File: src/rtl/ysyx_23060332_pkg.sv
// Shared IFU types and constants: state encoding, reset PC, NOP word.
package ysyx_23060332_pkg;

    localparam int XLEN = 32;

    localparam logic [XLEN-1:0] RESET_PC_DEF = 32'h8000_0000;
    localparam logic [XLEN-1:0] INST_NOP     = 32'h0000_0013;

    typedef enum logic [1:0] {
        IFU_IDLE = 2'd0,
        IFU_REQ  = 2'd1,
        IFU_WAIT = 2'd2,
        IFU_HOLD = 2'd3
    } ifu_state_e;

    function automatic logic [XLEN-1:0] word_align(input logic [XLEN-1:0] addr);
        return addr & {{(XLEN-2){1'b1}}, 2'b00};
    endfunction

endpackage

File: src/rtl/ysyx_23060332_ifu_if.sv
// IFU bus bundle: imem request/response, instruction output, redirect and halt.
interface ysyx_23060332_ifu_if;
    import ysyx_23060332_pkg::*;

    logic            imem_req_valid;
    logic            imem_req_ready;
    logic [XLEN-1:0] imem_req_addr;
    logic            imem_resp_valid;
    logic [XLEN-1:0] imem_resp_data;
    logic            imem_resp_err;
    logic            inst_valid;
    logic            inst_ready;
    logic [XLEN-1:0] inst;
    logic [XLEN-1:0] inst_pc;
    logic            inst_fault;
    logic            redirect_valid;
    logic [XLEN-1:0] redirect_pc;
    logic            halt;

    modport master (
        output imem_req_valid, imem_req_addr, inst_valid, inst, inst_pc, inst_fault,
        input  imem_req_ready, imem_resp_valid, imem_resp_data, imem_resp_err,
               inst_ready, redirect_valid, redirect_pc, halt
    );

    modport slave (
        input  imem_req_valid, imem_req_addr, inst_valid, inst, inst_pc, inst_fault,
        output imem_req_ready, imem_resp_valid, imem_resp_data, imem_resp_err,
               inst_ready, redirect_valid, redirect_pc, halt
    );

endinterface

File: src/rtl/ysyx_23060332_pc_gen.sv
// PC register with +4 incrementer and a pending-redirect latch; newest redirect wins.
// pc updates one cycle after a control strobe; no handshake of its own.
module ysyx_23060332_pc_gen
    import ysyx_23060332_pkg::*;
#(
    parameter logic [XLEN-1:0] RESET_PC = RESET_PC_DEF
) (
    input  logic            clk,
    input  logic            rst_n,
    input  logic [XLEN-1:0] redirect_pc_i,
    input  logic            capture_i,
    input  logic            load_now_i,
    input  logic            apply_i,
    input  logic            incr_i,
    output logic [XLEN-1:0] pc_o,
    output logic            redir_pend_o
);

    logic [XLEN-1:0] pc_q, pc_d;
    logic [XLEN-1:0] redir_pc_q, redir_pc_d;
    logic            redir_pend_q, redir_pend_d;
    logic [XLEN-1:0] new_pc;

    assign new_pc = word_align(redirect_pc_i);

    always_comb begin
        pc_d         = pc_q;
        redir_pc_d   = redir_pc_q;
        redir_pend_d = redir_pend_q;
        if (capture_i) begin
            redir_pend_d = 1'b1;
            redir_pc_d   = new_pc;
        end
        // A same-cycle redirect is newer than anything already latched.
        if (apply_i) begin
            pc_d         = capture_i ? new_pc : redir_pc_q;
            redir_pend_d = 1'b0;
        end else if (load_now_i) begin
            pc_d = new_pc;
        end else if (incr_i) begin
            pc_d = pc_q + XLEN'(4);
        end
    end

    always_ff @(posedge clk or negedge rst_n) begin
        if (!rst_n) begin
            pc_q         <= RESET_PC;
            redir_pc_q   <= RESET_PC;
            redir_pend_q <= 1'b0;
        end else begin
            pc_q         <= pc_d;
            redir_pc_q   <= redir_pc_d;
            redir_pend_q <= redir_pend_d;
        end
    end

    assign pc_o         = pc_q;
    assign redir_pend_o = redir_pend_q;

endmodule

File: src/rtl/ysyx_23060332_ifu.sv
// Instruction fetch: one outstanding imem request, single-entry output buffer, 3 cycles/inst best case.
// Request held until imem_req_ready; buffer held until inst_ready; redirects drop in-flight work.
module ysyx_23060332_ifu
    import ysyx_23060332_pkg::*;
#(
    parameter logic [XLEN-1:0] RESET_PC = RESET_PC_DEF
) (
    input  logic                 clk,
    input  logic                 rst_n,
    ysyx_23060332_ifu_if.master  bus
);

    ifu_state_e      state_q, state_d;
    ifu_state_e      run_state;
    logic [XLEN-1:0] pc;
    logic            drop;
    logic            capture, load_now, apply, incr, buf_ld;
    logic [XLEN-1:0] inst_q, inst_pc_q;
    logic            inst_fault_q;

    ysyx_23060332_pc_gen #(.RESET_PC(RESET_PC)) u_pc_gen (
        .clk           (clk),
        .rst_n         (rst_n),
        .redirect_pc_i (bus.redirect_pc),
        .capture_i     (capture),
        .load_now_i    (load_now),
        .apply_i       (apply),
        .incr_i        (incr),
        .pc_o          (pc),
        .redir_pend_o  (drop)
    );

    assign run_state = bus.halt ? IFU_IDLE : IFU_REQ;

    always_comb begin
        state_d  = state_q;
        capture  = 1'b0;
        load_now = 1'b0;
        apply    = 1'b0;
        incr     = 1'b0;
        buf_ld   = 1'b0;
        case (state_q)
            IFU_IDLE: begin
                load_now = bus.redirect_valid;
                if (!bus.halt) state_d = IFU_REQ;
            end
            IFU_REQ: begin
                // Request stays up with its original address; redirect waits in pc_gen.
                capture = bus.redirect_valid;
                if (bus.imem_req_ready) state_d = IFU_WAIT;
            end
            IFU_WAIT: begin
                capture = bus.redirect_valid;
                if (bus.imem_resp_valid) begin
                    if (drop || bus.redirect_valid) begin
                        apply   = 1'b1;
                        state_d = run_state;
                    end else begin
                        buf_ld  = 1'b1;
                        incr    = 1'b1;
                        state_d = IFU_HOLD;
                    end
                end
            end
            IFU_HOLD: begin
                if (bus.redirect_valid) begin
                    load_now = 1'b1;
                    state_d  = run_state;
                end else if (bus.inst_ready) begin
                    state_d = run_state;
                end
            end
            default: state_d = IFU_IDLE;
        endcase
    end

    always_ff @(posedge clk or negedge rst_n) begin
        if (!rst_n) begin
            state_q      <= IFU_IDLE;
            inst_q       <= INST_NOP;
            inst_pc_q    <= RESET_PC;
            inst_fault_q <= 1'b0;
        end else begin
            state_q <= state_d;
            if (buf_ld) begin
                inst_q       <= bus.imem_resp_data;
                inst_pc_q    <= pc;
                inst_fault_q <= bus.imem_resp_err;
            end
        end
    end

    assign bus.imem_req_valid = (state_q == IFU_REQ);
    assign bus.imem_req_addr  = pc;
    assign bus.inst_valid     = (state_q == IFU_HOLD);
    assign bus.inst           = inst_q;
    assign bus.inst_pc        = inst_pc_q;
    assign bus.inst_fault     = inst_fault_q;

endmodule

File: src/flat_wrapper.sv
// flat-port wrapper written by rule: the top's interface ports become plain ports
module ysyx_23060332_ifu_flat import ysyx_23060332_pkg::*;
#(
    parameter logic [XLEN-1:0] RESET_PC = RESET_PC_DEF
)
  (clk, rst_n, bus_imem_req_valid, bus_imem_req_addr, bus_inst_valid, bus_inst, bus_inst_pc, bus_inst_fault, bus_imem_req_ready, bus_imem_resp_valid, bus_imem_resp_data, bus_imem_resp_err, bus_inst_ready, bus_redirect_valid, bus_redirect_pc, bus_halt);
  ysyx_23060332_ifu_if bus_i ();
  input  logic clk;
  input  logic rst_n;
  output wire logic [$bits(bus_i.imem_req_valid)-1:0] bus_imem_req_valid;
  output wire logic [$bits(bus_i.imem_req_addr)-1:0] bus_imem_req_addr;
  output wire logic [$bits(bus_i.inst_valid)-1:0] bus_inst_valid;
  output wire logic [$bits(bus_i.inst)-1:0] bus_inst;
  output wire logic [$bits(bus_i.inst_pc)-1:0] bus_inst_pc;
  output wire logic [$bits(bus_i.inst_fault)-1:0] bus_inst_fault;
  input wire logic [$bits(bus_i.imem_req_ready)-1:0] bus_imem_req_ready;
  input wire logic [$bits(bus_i.imem_resp_valid)-1:0] bus_imem_resp_valid;
  input wire logic [$bits(bus_i.imem_resp_data)-1:0] bus_imem_resp_data;
  input wire logic [$bits(bus_i.imem_resp_err)-1:0] bus_imem_resp_err;
  input wire logic [$bits(bus_i.inst_ready)-1:0] bus_inst_ready;
  input wire logic [$bits(bus_i.redirect_valid)-1:0] bus_redirect_valid;
  input wire logic [$bits(bus_i.redirect_pc)-1:0] bus_redirect_pc;
  input wire logic [$bits(bus_i.halt)-1:0] bus_halt;
  assign bus_imem_req_valid = bus_i.imem_req_valid;
  assign bus_imem_req_addr = bus_i.imem_req_addr;
  assign bus_inst_valid = bus_i.inst_valid;
  assign bus_inst = bus_i.inst;
  assign bus_inst_pc = bus_i.inst_pc;
  assign bus_inst_fault = bus_i.inst_fault;
  assign bus_i.imem_req_ready = bus_imem_req_ready;
  assign bus_i.imem_resp_valid = bus_imem_resp_valid;
  assign bus_i.imem_resp_data = bus_imem_resp_data;
  assign bus_i.imem_resp_err = bus_imem_resp_err;
  assign bus_i.inst_ready = bus_inst_ready;
  assign bus_i.redirect_valid = bus_redirect_valid;
  assign bus_i.redirect_pc = bus_redirect_pc;
  assign bus_i.halt = bus_halt;
  ysyx_23060332_ifu #(.RESET_PC(RESET_PC)) u_core (.clk(clk), .rst_n(rst_n), .bus(bus_i));
endmodule
File: config.mk
export PLATFORM = sky130hd
export DESIGN_NAME = ysyx_23060332_ifu_flat
export DESIGN_NICKNAME = d
export VERILOG_FILES = /design/src/rtl/ysyx_23060332_pkg.sv /design/src/rtl/ysyx_23060332_ifu_if.sv /design/src/rtl/ysyx_23060332_pc_gen.sv /design/src/rtl/ysyx_23060332_ifu.sv /design/src/flat_wrapper.sv
export SDC_FILE = /design/constraint.sdc
export NUM_CORES = 1
export LEC_CHECK = 0
export CELL_PAD_IN_SITES_DETAIL_PLACEMENT = 1
export CELL_PAD_IN_SITES_GLOBAL_PLACEMENT = 1
export CORE_UTILIZATION = 39
export CTS_CLUSTER_DIAMETER = 40
export CTS_CLUSTER_SIZE = 28
export DETAILED_ROUTE_END_ITERATION = 8
export HOLD_SLACK_MARGIN = 0.06
export PLACE_DENSITY = 0.91
export SLEW_MARGIN = 20
export SYNTH_ARGS = -nofsm -noshare
export SYNTH_HDL_FRONTEND = slang
export SYNTH_SLANG_ARGS = --single-unit
File: constraint.sdc
create_clock -name clk -period 6.17 [get_ports clk]
set_input_delay 1.851 -clock clk [delete_from_list [all_inputs] [get_ports clk]]
set_output_delay 1.851 -clock clk [all_outputs]
set_load 0.02 [all_outputs]
==> impl_results.md <==
- Flop pwr share: 32.6%
- TNS Setup: 0 ns
- Global-route wire length before repair: 32.5 mm
- Adder-cell share of the synthesized area: 1.19%
- Initial antenna violation count: 0
- Layout filler cell count: 1762
- HP Class: flip-flop to flip-flop
- Antenna Cells: 0
- Synth Area in Compound Gates: 11.9%
- Final GP Congestion: 0.806
- Worst-Margin Slew: 1.13 ns
- Worst Setup SP: bus_redirect_valid
- Core ar.: 15800 um^2
- Fin. Hold Viols: 0
- Hold buffers post-CTS: 0
- Layout Cells excl Fill: 1054
- Post-synth top cells: 223 x nand2_1, 126 x dfrtp_1, 33 x nor2_1, 30 x mux2_2, 29 x clkbuf_1
- Area leader, netlist: dfrtp_1
- Post-CTS setup buffers: 0
- Pwr/cell area: 578 nW/um^2
- Die ar.: 16600 um^2
- Starting density of the core: 39.7%
- Status: finished clean
- R2R Path Start: u_core.state_q[0]$_DFFE_PN0P_
- Main combinational cell family by area after synthesis: simple AND/OR/NAND/NOR gates
- Starting DRT DRC Count: 402
- Pins over their slew limit: 0
- Synth Area in XOR/XNOR: 2.09%
- IO Port Bufs: 168
- Post-CTS Resized: 0
- Critical Path End Type: flip-flop
- # rows: 46
- TritonCTS Sinks: 132
- Clock power frac: 21.4%
- Top cell type's share of synthesized area: 50.2%
- Fin nets: 904
- Syn_nets: 756
- IO Count: 171
- Max Clock Skew: 0.0123 ns
- RSZ-0062 raised after global routing: false
- Footprint of the multi-input gates: 2780 um^2
- Post-synth EDFFs: 0
- Register area share after synthesis: 52.7%
- Comb pwr share: 45.9%
- Root Buffer: clkbuf_16
- MaxCap Viol Count: 0
- Placed cells: 1023
- GRT Overall Usage: 25.7%
- TritonCTS buffer count: 17
- Arrival @ worst endpoint: 4.72 ns
- Wire length per cell: 19.7 um
- CP Max Fanout: 23
- Mapped Area: 6290 um^2
- Maximum VDD drop: 0.312 mV
- Post-synthesis cell count: 678
- Number of global-route vias before repair: 5919
- Routed vias: 5761
- Synth cell types: 56
- Leakage: 3.84 nW
- Async S/R FF share, synth: 100%
- Simple-Gate Fraction of Synth Area: 21.9%
- Switching Fraction: 40.3%
- H-tree levels: 4
- Yosys reg bits: 132
- Total gr overflow: 0
- Worst skew pair latency: 0.43 ns
- Largest net degree at the start of global routing: 92
- Crit path launch type: input pin
- WL final: 20.7 mm
- Final number of setup-violating endpoints: 0
- Die Ht: 129 um
- FF/Latch Area: 3310 um^2
- WP data required: 6.48 ns
- Fin crit share: 71.5%
- Vias per Instance: 5.47
- Critical path class: input pin to flip-flop
- Synth Flop Type: dfrtp_1
- Max clock buf depth: 2
- DRT Pass-1 Iters: 5
- P_int: 0.00302 W
- Area grow syn2layout: 39.1%
- Mux contribution to synthesized area: 6.81%
- CTS tree: done
- Clk slew on worst S/H paths: 0.06 ns
- Post-route ant nets: 0
- Worst slew margin: 24.7%
- Mean cell area of the mapped netlist: 9.27 um^2
- DRC violations left: 0
- Hold path start: u_core.bus.inst[1]$_DFFE_PN1P_
- FMAX: 0.227 GHz
- Yosys warning total: 0
- Net switching power: 0.00203 W
- Die X: 129 um
- Main area contributors after synthesis: dfrtp_1 50%, nand2_1 13%, mux2_2 5.4%
- Dpl hpwl: 13.6 mm
- Count leader, synth: nand2_1
- Post-route minimum period: 4.41 ns
- Layout cell share with drive strength beyond 1: 10.4%
-- path summary, 6_finish.rpt --
kind / endpoint / slack [ns] / cells after the start
hold / removal: u_core.bus.inst[1]$_DFFE_PN1P_ / 0.46 / 2
setup reg to reg: u_core.u_pc_gen.pc_o[16]$_DFFE_PN0P_ / 2.96 / 7
max in group asynchronous: u_core.u_pc_gen.redir_pc_q[31]$_DFF_PN1_ / 3.57 / 2
setup / recovery: u_core.u_pc_gen.pc_o[13]$_DFFE_PN0P_ / 1.76 / 6
min in group asynchronous: u_core.state_q[0]$_DFFE_PN0P_ / 1.49 / 1
hold reg to reg: u_core.bus.inst[1]$_DFFE_PN1P_ / 0.46 / 2
-- power by group through the flow --
stage	clock network [W]	registers (W)	logic, W
global placement	0	0.00162	0.00220
global route	0.00113	0.00170	0.00248
CTS	0.00110	0.00164	0.00232
floorplan	0	0.00187	0.00103
detailed placement	0	0.00165	0.00228
finish	0.00108	0.00165	0.00232
-- state kept, by name, indices dropped and copies added, names as in the netlist --
signal / flops
u_core.bus.inst_fault: 1
u_core.u_pc_gen.redir_pc_q: 32
u_core.u_pc_gen.redir_pend_o: 1
u_core.state_q: 2
u_core.bus.inst: 32
u_core.u_pc_gen.pc_o: 32
u_core.bus.inst_pc: 32
-- worst max-delay path, stage by stage --
cell	delay [ns]
clkdlybuf4s50_1	1.08
nand2_1	0.70
mux2i_1	0.46
o21ai_0	0.21
a211oi_1	0.33
a21oi_1	0.08
-- cells by family (layout without fill, tap and decap cells) --
| logic type | count (synthesis) | after routing |
|---|---|---|
| simple gates | 316 | 316 |
| xor+xnor | 15 | 15 |
| mux | 39 | 39 |
| buf+inv | 54 | 214 |
| compound gates | 116 | 116 |
| flops | 132 | 132 |
| fa+ha+maj | 6 | 6 |
-- layout make-up --
cell class	count	area share, %
timing repair buffer	173	19.7
multi-input combinational	492	31.8
tap	216	3.09
sequential	132	37.9
clock buffer	21	5.38
inverter	10	0.429
clock inverter	10	1.76
-- layout by cell type, fill, tap and decap left out, drive strengths merged, types with 9 or more instances in the layout --
cell and count:
clkdlybuf4s50 167, mux2 30, xnor2 12, inv 10
nor2 33, mux2i 9, a21oi 27, nand3 13
a22oi 9, nand4 11, dfrtp 126, o21ai 31
clkbuf 21, nand2 224
-- through the flow --
stage                     hold slack, ns  power, W  setup WS, ns  util, %  cell area (um^2)
after floorplan                    0.450   0.00290          2.95        -              6290
after global placement             0.446   0.00381          1.46     51.3              8120
after detailed placement           0.449   0.00393          1.39     51.3              8120
after CTS                          0.465   0.00506          1.85     55.2              8740
after global routing               0.482   0.00531          1.59     55.2              8740
final                              0.459   0.00505          1.76     55.2              8740
-- per-layer routing --
metal / GRT usage (%) / wire length, um / up-vias
met2: 41.7 / 10100 / 217
li1: - / - / 2607
met4: 12.3 / 616 / 0
met5: 0 / 0 / -
met3: 5.24 / 1190 / 54
met1: 32.7 / 8810 / 2883
(Power assumes the default switching activity.)
==> RTL change 1: new RTL, same settings <==
Encoding of `ifu_state_e`: now one-hot (4 bits for 4 states).
--- a/src/rtl/ysyx_23060332_pkg.sv
+++ b/src/rtl/ysyx_23060332_pkg.sv
@@ -6,11 +6,11 @@
     localparam logic [XLEN-1:0] RESET_PC_DEF = 32'h8000_0000;
     localparam logic [XLEN-1:0] INST_NOP     = 32'h0000_0013;
 
-    typedef enum logic [1:0] {
-        IFU_IDLE = 2'd0,
-        IFU_REQ  = 2'd1,
-        IFU_WAIT = 2'd2,
-        IFU_HOLD = 2'd3
+    typedef enum logic [3:0] {
+        IFU_IDLE = 4'b0001,
+        IFU_REQ  = 4'b0010,
+        IFU_WAIT = 4'b0100,
+        IFU_HOLD = 4'b1000
     } ifu_state_e;
 
     function automatic logic [XLEN-1:0] word_align(input logic [XLEN-1:0] addr);
Behaviour: same outputs for any inputs over 4 cycles, from zero or initial values and one cycle with rst_n low; so few cycles prove little.
==> RTL change 1 against the unedited design <==
Highest routed layer unchanged. Register-to-register slack better by 580 ps. Synthesized cell count down 3.1%. Sequential power fell by 4%. Setup slack better by 250 ps. Critical endpoint is now u_core.u_pc_gen.pc_o[22]$_DFFE_PN0P_. Sequential share of layout area is 0.77 points higher. Sequential cell count is 2 higher. Final cell count decreased by 1.3%. Critical path depth increased by 1. Synthesized area increased by 0.30%. First-iteration DRC count shrank 26%. Power is 14% lower. Routed wire length fell by 6.9%. Design area shrank 0.49%. Global-route usage down 1.6 points.
==> RTL change 1: results (changes against the unedited design) <==
For the static power due to leakage, the log shows 0.003913 uW (+1.9%). The worst hold path begins at u_core.bus.inst[4]$_DFFE_PN1P_. The share of cell area taken by flip-flops and latches was 0.3863 (+0.007745); the fraction of the mapped netlist area in compound gates was 0.1149 (-0.004523). The share of cell area taken by muxes after synthesis works out to 0.06569 (-0.002386).

The tools report the destination of the worst hold path as u_core.bus.inst[4]$_DFFE_PN1P_. Ranked by total cell area, the synthesized netlist is headed by sky130_fd_sc_hd__dfrtp_1, sky130_fd_sc_hd__nand2_1, sky130_fd_sc_hd__mux2_2, sky130_fd_sc_hd__dfstp_2, sky130_fd_sc_hd__o21ai_0. The post-route met1 wirelength came out at 8032 um (-8.9%). The run gives 0.5332 (+0.006569) as the share of synthesized area occupied by flip-flops and latches. The worst register-to-register path begins at u_core.state_q[0]$_DFFE_PN1P_.

The endpoint identified for the worst register-to-register timing path is u_core.u_pc_gen.pc_o[21]$_DFFE_PN0P_. The non-clock inverter count in the final layout works out to 11 (+1). The worst path arrival time was 4470 ps (-250 ps). The largest delay contributor family on the critical path was simple AND/OR/NAND/NOR gates. The number of global-route vias before repair was 5,848 (-1.2%). The run gives 0.0002193 V (-30%) as the worst voltage drop across the vdd grid.

The relative area of non-clock buffer cells in the final design was 0.1994 (+0.002687). The number of cells on the worst reg-to-reg path works out to 5 (-2). The tools report the count of clock-net buffers in the final layout as 28 (+33%). The area share of xor/xnor cells in the synthesized design was 0.02203 (+0.001128). The overall track demand over capacity in global routing is 0.2408 (-0.01578), and the net count after synthesis is 730 (-3.4%). The number of DRC markers after the initial detailed-route iteration came out at 298 (-26%).

Delay of the slowest cell on the worst path: 620 ps (-460 ps). The number of unique standard cell types used by synthesis was 62 (+11%); the arithmetic-cell share of the synthesized area counting full adders, half adders and majority gates was 0.001985 (-0.009958). The cell area reported after detailed placement was 8130 sq um (+0.12%); the count of non-CTS buffers in the layout was 175 (+1.2%).

The clock buffer and inverter area fraction after layout was 0.06571 (-0.005690). The headroom to the max-slew limit was 0.3463 (+0.09911); the routed wire length was 19,300 um (-6.9%). The placed wire-length estimate was 13,150 um (-3.6%). The run gives 93 (+1.1%) as the pin count of the biggest net entering global routing. The setup slack on the worst flop-to-flop path is 3540 ps (+580 ps), and the count of flip-flops and latches is 134 (+1.5%).

The fill cell instance count of the final layout came out at 1,761 (-0.057%). The commonest cells after synthesis are sky130_fd_sc_hd__nand2_1, sky130_fd_sc_hd__dfrtp_1, sky130_fd_sc_hd__mux2_2, sky130_fd_sc_hd__o21ai_0, sky130_fd_sc_hd__nor2_1. Met3 layer wire length in the routed design: 1033 um (-13%). The logs give 472 (-4.1%) for the count of multi-input combinational gates and 9878 um (-2.3%) for the sum of met2 wire segment lengths after detailed routing. The flow ran to the end, and the final reports show no timing, DRC or antenna violations. Fraction of final layout cells with drive strength greater than 1: 0.1019 (-0.001877). The library cell contributing the largest single delay on the critical path is sky130_fd_sc_hd__nor2_1.
==> RTL change 1: worst max-delay path by stage <==
stage                                              from                              endpoint  slack, ps  cells past startpoint
after floorplan           u_core.state_q[0]$_DFFE_PN1P_                        bus_inst_valid       2800                      3
after global placement               bus_redirect_valid  u_core.u_pc_gen.pc_o[22]$_DFFE_PN0P_       1660                      7
after detailed placement             bus_redirect_valid  u_core.u_pc_gen.pc_o[22]$_DFFE_PN0P_       1570                      7
after CTS                            bus_redirect_valid  u_core.u_pc_gen.pc_o[22]$_DFFE_PN0P_       2010                      7
after global routing                 bus_redirect_valid  u_core.u_pc_gen.pc_o[22]$_DFFE_PN0P_       1810                      7
final                                bus_redirect_valid  u_core.u_pc_gen.pc_o[22]$_DFFE_PN0P_       2010                      7
==> RTL change 1: layer usage <==
metal / GRT usage / vias up
met4: 0.08927 / 0
met3: 0.05533 / 29
met5: 0 / -
met2: 0.4042 / 153
met1: 0.3030 / 2864
li1: - / 2591
==> RTL change 1: worst reg2reg max path, stage by stage (launching register included) <==
cell and delay (ps):
sky130_fd_sc_hd__dfstp_2 720, sky130_fd_sc_hd__xnor2_1 240, sky130_fd_sc_hd__or2_1 810, sky130_fd_sc_hd__nand3_1 160
sky130_fd_sc_hd__or4_1 450, sky130_fd_sc_hd__a31oi_1 180
==> RTL change 1: where the power goes <==
part | switching (uW) | leakage [uW] | internal (uW) | total [uW]
Combinational | 951 | 0.00196 | 850 | 1800
Clock | 359 | 0.000284 | 617 | 976
Sequential | 341 | 0.00167 | 1240 | 1580
==> RTL change 1: per-stage QoR <==
step,cells,utilization
2_1_floorplan,657,-
3_3_place_gp,1008,0.5137
3_5_place_dp,1008,0.5137
4_1_cts,1040,0.5498
5_1_grt,1040,0.5498
6_report,1040,0.5498
==> RTL change 2: new RTL, same settings <==
Without the edit above. Set the package constant `XLEN` to 48 (it was 32).
--- a/src/rtl/ysyx_23060332_pkg.sv
+++ b/src/rtl/ysyx_23060332_pkg.sv
@@ -1,7 +1,7 @@
 // Shared IFU types and constants: state encoding, reset PC, NOP word.
 package ysyx_23060332_pkg;
 
-    localparam int XLEN = 32;
+    localparam int XLEN = 48;
 
     localparam logic [XLEN-1:0] RESET_PC_DEF = 32'h8000_0000;
     localparam logic [XLEN-1:0] INST_NOP     = 32'h0000_0013;
Interface: changed (5 resized); port bits go from 171 to 251. The function was not compared with the original's and may differ.
==> RTL change 2 against the unedited design <==
Synthesized cell count increased by 54%. Sequential share of layout area increased by 0.42 points. Power grew 44%. Setup slack got worse by 270 ps. Routed wire length increased by 58%. Synthesized area is 51% higher. Sequential cell count up 64. Design area up 47%. Sequential power up 49%. Non-clock buffer count grew 89.
==> RTL change 2: results (changes against the unedited design) <==
The cell area reported after detailed placement was 12,210 sq um (+50%); the number of unique standard cell types used by synthesis was 71 (+27%). The count of non-CTS buffers in the layout works out to 262 (+51%). In the post-synthesis netlist, the biggest area contributors are sky130_fd_sc_hd__dfrtp_1, sky130_fd_sc_hd__nand2_1, sky130_fd_sc_hd__mux2_2, sky130_fd_sc_hd__a21oi_1, sky130_fd_sc_hd__nand3_1. The logs give 50,650 um (+56%) for the wire length of the first global-routing pass and 0.2650 (+0.008439) for the overall track demand over capacity in global routing. The count of buffers inserted at the top-level ports came out at 248 (+48%). The fraction of final layout cells with drive strength greater than 1 was 0.08445 (-0.01937); the total number of vias was 8,910 (+55%). The run gives 6 (+1) as the number of iterations in the first detailed-routing pass. The worst slack after detailed placement was 1094 ps (-293.0 ps); the static power due to leakage was 0.005613 uW (+46%). The run gives 2 (+2) as the antenna diode instance count. For the non-filler instance count after layout, the log shows 1,588 (+51%). Worst path arrival time: 5000 ps (+280 ps).

For the met3 capacity usage during global routing, the log shows 0.03915 (-0.01324). Global routing met1 resource utilization: 0.3350 (+0.007674). The share of synthesized area occupied by flip-flops and latches came out at 0.5191 (-0.007566).

The clock buffer and inverter area fraction after layout was 0.04593 (-0.02547); the setup slack on the worst flop-to-flop path was 3010 ps (+50 ps). The placed wire-length estimate is 22,390 um (+64%), and the count of multi-input combinational gates is 758 (+54%). The tools report the count of clock-net buffers in the final layout as 18 (-14%).

The flow ran to the end, and the final reports show no timing, DRC or antenna violations. Worst voltage drop across the vdd grid: 0.0002548 V (-18%). The non-clock inverter count in the final layout came out at 19 (+9).
-- RTL change 2: changes by cell type after synthesis, sizes merged, moves of 8 or more --
cell / unedited run / this run
nand3: 13 / 43
nor2: 33 / 45
nand2: 224 / 328
nand4: 11 / 21
o21ai: 31 / 41
nor4: 4 / 13
clkbuf: 29 / 37
buf: 15 / 31
dfrtp: 126 / 190
a21oi: 27 / 45
nor3: 7 / 20
inv: 10 / 19
-- RTL change 2: power by group --
part           switching, uW  internal [uW]  total [uW]
registers                547           1920        2460
logic                   2080           1590        3670
clock network            554            580        1130
total                   3180           4090        7270
-- RTL change 2: metal layers --
metal	part of all wire	wire (um)
met1	0.41	13480
met2	0.49	16140
met3	0.057	1856
met4	0.037	1220
met5	0	0
-- RTL change 2: worst reg2reg max path, delay by kind of cell, from the launching register on --
kind                       cells  cell delay (ps)
and+or+nand+nor                2              450
adders and majority gates      1              340
AOI/OAI and AO/OA              3             1170
DFF                            1              410
buffers and inverters          2              680
